--- src/rtl/reorder_buffer.sv ---
// Circular reorder buffer: in-order ID allocation, out-of-order writeback, in-order commit.
// Optional ROB_WB_FORWARD_EN shows a writeback in the available vector combinationally in the same cycle.
module reorder_buffer #(
  parameter int ID_SIZE          = 2,
  parameter int REG_ADDRESS_SIZE = 5,
  parameter int REGISTER_SIZE    = 32,
  localparam int DEPTH = 1 << ID_SIZE,
  localparam int UW    = REG_ADDRESS_SIZE + ID_SIZE + 2,
  localparam int AW    = REGISTER_SIZE + REG_ADDRESS_SIZE + ID_SIZE + 2
) (
  input  logic                        clk,
  input  logic                        reset,
  input  logic                        flush,
  input  logic                        alloc_valid,
  output logic                        alloc_ready,
  input  logic [REG_ADDRESS_SIZE-1:0] alloc_addr,
  input  logic                        alloc_writes_reg,
  output logic [ID_SIZE-1:0]          alloc_id,
  input  logic                        wb_valid,
  input  logic [ID_SIZE-1:0]          wb_id,
  input  logic [REGISTER_SIZE-1:0]    wb_value,
  output logic                        commit_valid,
  output logic [REG_ADDRESS_SIZE-1:0] commit_addr,
  output logic                        commit_writes_reg,
  output logic [REGISTER_SIZE-1:0]    commit_value,
  output logic [ID_SIZE-1:0]          tail,
  output logic [DEPTH*UW-1:0]         unavailable,
  output logic [DEPTH*AW-1:0]         available
);

  logic                        valid_q  [DEPTH];
  logic                        ready_q  [DEPTH];
  logic                        writes_q [DEPTH];
  logic [REG_ADDRESS_SIZE-1:0] addr_q   [DEPTH];
  logic [REGISTER_SIZE-1:0]    value_q  [DEPTH];
  logic [ID_SIZE-1:0]          head_q, tail_q;
  logic [ID_SIZE:0]            count_q;

  logic do_alloc, do_wb;

  assign alloc_ready       = (count_q != (ID_SIZE+1)'(DEPTH));
  assign do_alloc          = alloc_valid && alloc_ready;
  assign do_wb             = wb_valid && valid_q[wb_id] && !ready_q[wb_id];
  assign commit_valid      = valid_q[head_q] && ready_q[head_q];
  assign commit_addr       = addr_q[head_q];
  assign commit_writes_reg = writes_q[head_q];
  assign commit_value      = value_q[head_q];
  assign alloc_id          = tail_q;
  assign tail              = tail_q;

  // Payload fields are cleared along with the valid bits so commit outputs read 0 after reset.
  always_ff @(posedge clk) begin
    if (reset || flush) begin
      head_q  <= '0;
      tail_q  <= '0;
      count_q <= '0;
      for (int i = 0; i < DEPTH; i++) begin
        valid_q[i]  <= 1'b0;
        ready_q[i]  <= 1'b0;
        writes_q[i] <= 1'b0;
        addr_q[i]   <= '0;
        value_q[i]  <= '0;
      end
    end else begin
      if (do_wb) begin
        ready_q[wb_id] <= 1'b1;
        value_q[wb_id] <= wb_value;
      end
      if (commit_valid) begin
        valid_q[head_q] <= 1'b0;
        head_q          <= head_q + ID_SIZE'(1);
      end
      // Allocation and commit never target the same slot: that needs the buffer full or empty.
      if (do_alloc) begin
        valid_q[tail_q]  <= 1'b1;
        ready_q[tail_q]  <= 1'b0;
        writes_q[tail_q] <= alloc_writes_reg;
        addr_q[tail_q]   <= alloc_addr;
        tail_q           <= tail_q + ID_SIZE'(1);
      end
      case ({do_alloc, commit_valid})
        2'b10:   count_q <= count_q + (ID_SIZE+1)'(1);
        2'b01:   count_q <= count_q - (ID_SIZE+1)'(1);
        default: count_q <= count_q;
      endcase
    end
  end

  for (genvar i = 0; i < DEPTH; i++) begin : g_export
    localparam logic [ID_SIZE-1:0] SLOT_ID = ID_SIZE'(i);
    logic fwd_hit;
`ifdef ROB_WB_FORWARD_EN
    assign fwd_hit = wb_valid && (wb_id == SLOT_ID) && valid_q[i] && !ready_q[i];
`else
    assign fwd_hit = 1'b0;
`endif
    assign unavailable[i*UW +: UW] = {addr_q[i], writes_q[i], SLOT_ID,
                                      valid_q[i] && !ready_q[i] && !fwd_hit};
    assign available[i*AW +: AW]   = {fwd_hit ? wb_value : value_q[i], addr_q[i], writes_q[i],
                                      SLOT_ID, (valid_q[i] && ready_q[i]) || fwd_hit};
  end

endmodule

--- config.mk ---
export PLATFORM = sky130hd
export DESIGN_NAME = reorder_buffer
export DESIGN_NICKNAME = d
export VERILOG_FILES = /design/src/rtl/reorder_buffer.sv
export SDC_FILE = /design/constraint.sdc
export NUM_CORES = 1
export LEC_CHECK = 0
export ABC_AREA = 0
export CAP_MARGIN = 20
export CORE_MARGIN = 3
export CORE_UTILIZATION = 45
export DETAILED_ROUTE_END_ITERATION = 10
export GPL_TIMING_DRIVEN = 1
export PLACE_DENSITY = 0.87
export SLEW_MARGIN = 30
export SYNTH_ARGS = -nofsm -noshare
export SYNTH_HDL_FRONTEND = slang
export SYNTH_SLANG_ARGS = --single-unit
--- constraint.sdc ---
create_clock -name clk -period 4.9 [get_ports clk]
set_clock_uncertainty 0.15 [all_clocks]
set_input_delay 1.47 -clock clk [delete_from_list [all_inputs] [get_ports clk]]
set_output_delay 1.47 -clock clk [all_outputs]
set_load 0.1 [all_outputs]
==> impl_metrics.env <==
export IMPL_p_leak_nw=4.17
export IMPL_dieWidth_um=137
export IMPL_htreeDepth=4
export IMPL_post_cts_buffers=0
export IMPL_hold_path_class="reg2reg"
export IMPL_grt_first_pass_wirelength_um=30300
export IMPL_syn_area_um2=7770
export IMPL_ir_drop_uv=215
export IMPL_powerDensity_nw_per_um2=371
export IMPL_synthTopCellsByArea="edfxtp_1, and2_1, mux4_2"
export IMPL_ys_ff_latch=169
export IMPL_crit_path_end="unavailable[27]"
export IMPL_yosysWarnings=0
export IMPL_synth_top_area_share_pct=58.7
export IMPL_path_max_fanout=4
export IMPL_cts_sinks=169
export IMPL_cp_required_ns=3.28
export IMPL_finalSetupTns_ns=0
export IMPL_min_period_over_period_pct=81.0
export IMPL_cts_buffers=17
export IMPL_r2r_cells=6
export IMPL_max_freq_mhz=252
export IMPL_gr_total_overflow=0
export IMPL_place_gp_congestion=0.834
export IMPL_final_util_pct=65.6
export IMPL_cts_tree="done"
export IMPL_die_area_um2=18900
export IMPL_ios=289
export IMPL_clk_latency_ns=0.42
export IMPL_nets=807
export IMPL_syn_inst=514
export IMPL_core_um2=16800
export IMPL_worst_setup_path_start_kind="register"
export IMPL_p_total_mw=4.08
export IMPL_endpoint_kind="output pin"
export IMPL_layout_common_cells="clkdlybuf4s50_1, and2_1, edfxtp_1"
export IMPL_vias_per_cell=5.18
export IMPL_clockBufferDepth=2
export IMPL_seq_area_frac_synth_pct=63.1
export IMPL_clk_pin_slew_worst_paths_ns=0.07
export IMPL_synth_area_per_cell_um2=15.1
export IMPL_layout_commonest_cell="clkdlybuf4s50_1"
export IMPL_grt_pass1_vias=5298
export IMPL_routed_wl_um=20800
export IMPL_antenna_found_initial=1
export IMPL_drv_slew=0
export IMPL_drc=0
export IMPL_root_buffer="clkbuf_16"
export IMPL_io_buffers=272
export IMPL_ys_types=45
export IMPL_drt_iter0_drc=343
export IMPL_row_count=47
export IMPL_final_cells=989
export IMPL_syn_to_final_growth_pct=41.5
export IMPL_crit_arrival_ns=2.35
export IMPL_final_antenna_net_count=0
export IMPL_relSlewSlack_pct=30.3
export IMPL_reg2reg_slack_ns=1.83
export IMPL_grt_usage_pct=21.8
export IMPL_initial_core_util_pct=46.4
export IMPL_setup_viol_count_final=0
export IMPL_wl_per_cell_um=21.1
export IMPL_cts_repair_resized=0
export IMPL_hpwl_um=14900
export IMPL_synth_top_cell_by_area="edfxtp_1"
export IMPL_num_antenna_cells=0
export IMPL_tightest_slew_ns=1.04
export IMPL_hold_violations=0
export IMPL_status="complete, no violations"
export IMPL_placedCellCount=957
export IMPL_drv_cap=0
export IMPL_chipHeight_um=137
export IMPL_min_period_ns=3.97
export IMPL_drive_gt1_share_pct=17.6
export IMPL_startpoint="valid_q[3]$_DFF_P_"
export IMPL_timing_rr_end="count_q[2]$_SDFFE_PP0P_"
export IMPL_holdBufCountCts=0
export IMPL_dr_pass1_iters=4
export IMPL_holdPathStages=2
export IMPL_criticalPathCategory="reg2out"
export IMPL_vias=5127
export IMPL_rsz0062_at_grt="false"
export IMPL_grt_max_degree=40
## synthesized netlist by cell type, drive strengths merged
library cell / n
and2: 156
nand4b: 1
xor2: 1
or3b: 1
dfxtp: 17
and4: 1
o31ai: 1
o311a: 1
a21oi: 9
a41oi: 1
conb: 2
nand3: 5
o21ai: 3
edfxtp: 152
nor2: 8
buf: 60
nand2b: 5
a21bo: 1
o2111a: 1
or2: 1
mux2: 1
nand3b: 2
fa: 1
nor2b: 4
a32o: 4
mux4: 39
ha: 5
inv: 4
clkbuf: 12
o211a: 1
xnor2: 3
mux2i: 1
or3: 1
nor3: 4
nand2: 3
a211oi: 1
or2b: 1
## routing by layer
layer  global-route usage [%]  vias up  routed length [um]
met5                        0        -                  11
met4                     6.82        2                 308
met3                     5.70       28                1590
met2                     40.4      255               11600
met1                     24.2     2550                7350
li1                         -     2292                   -
## cell families after synthesis
family          synth area share, %
buf+inv                        6.15
compound gates                 2.19
flops                          63.1
mux                            11.6
xor+xnor                      0.451
other cells                  0.0966
simple gates                   15.4
fa+ha+maj                      1.06
## worst min-delay path by stage
stage / startpoint / end / slack [ns]
2_1_floorplan: count_q[2]$_SDFFE_PP0P_ / count_q[2]$_SDFFE_PP0P_ / 0.30
3_3_place_gp: count_q[2]$_SDFFE_PP0P_ / count_q[2]$_SDFFE_PP0P_ / 0.31
3_5_place_dp: count_q[2]$_SDFFE_PP0P_ / count_q[2]$_SDFFE_PP0P_ / 0.33
4_1_cts: count_q[2]$_SDFFE_PP0P_ / count_q[2]$_SDFFE_PP0P_ / 0.34
5_1_grt: count_q[2]$_SDFFE_PP0P_ / count_q[2]$_SDFFE_PP0P_ / 0.38
6_report: count_q[2]$_SDFFE_PP0P_ / count_q[2]$_SDFFE_PP0P_ / 0.34
## critical path, stage by stage (launching register included)
cell	delay, ns
dfxtp_1	0.38
or2b_1	0.32
inv_1	0.08
clkdlybuf4s50_1	1.14
## power by group
part	total [mW]	switching [mW]	internal (mW)	leakage, nW
Sequential	1.68	0.0469	1.63	1.82
Combinational	1.03	0.827	0.204	2.05
Clock	1.37	0.596	0.775	0.294
Total	4.08	1.47	2.61	4.17
## final cells by class
cell class / count / area [um2]
clock buffer: 17 / 425
inverter: 4 / 15.0
clock inverter: 15 / 180
timing repair buffer: 281 / 2710
fill: 1192 / 5760
tap: 220 / 275
sequential: 169 / 4910
multi-input combinational: 283 / 2480
## per-stage QoR
stage	hold slack [ns]	area (um2)	worst slack, ns
final	0.342	11000	0.933
after global routing	0.376	11000	0.805
after CTS	0.342	11000	0.914
after detailed placement	0.332	10400	0.988
after global placement	0.313	10400	1.14
after floorplan	0.303	7830	0.222
## registers in the layout, summed over array words and instances, names as in the netlist, named ones only
name,cells
valid_q,4
ready_q,4
count_q,3
addr_q,20
head_q,2
value_q,128
writes_q,4
alloc_id,2
Power figures use the tool's default switching activity.
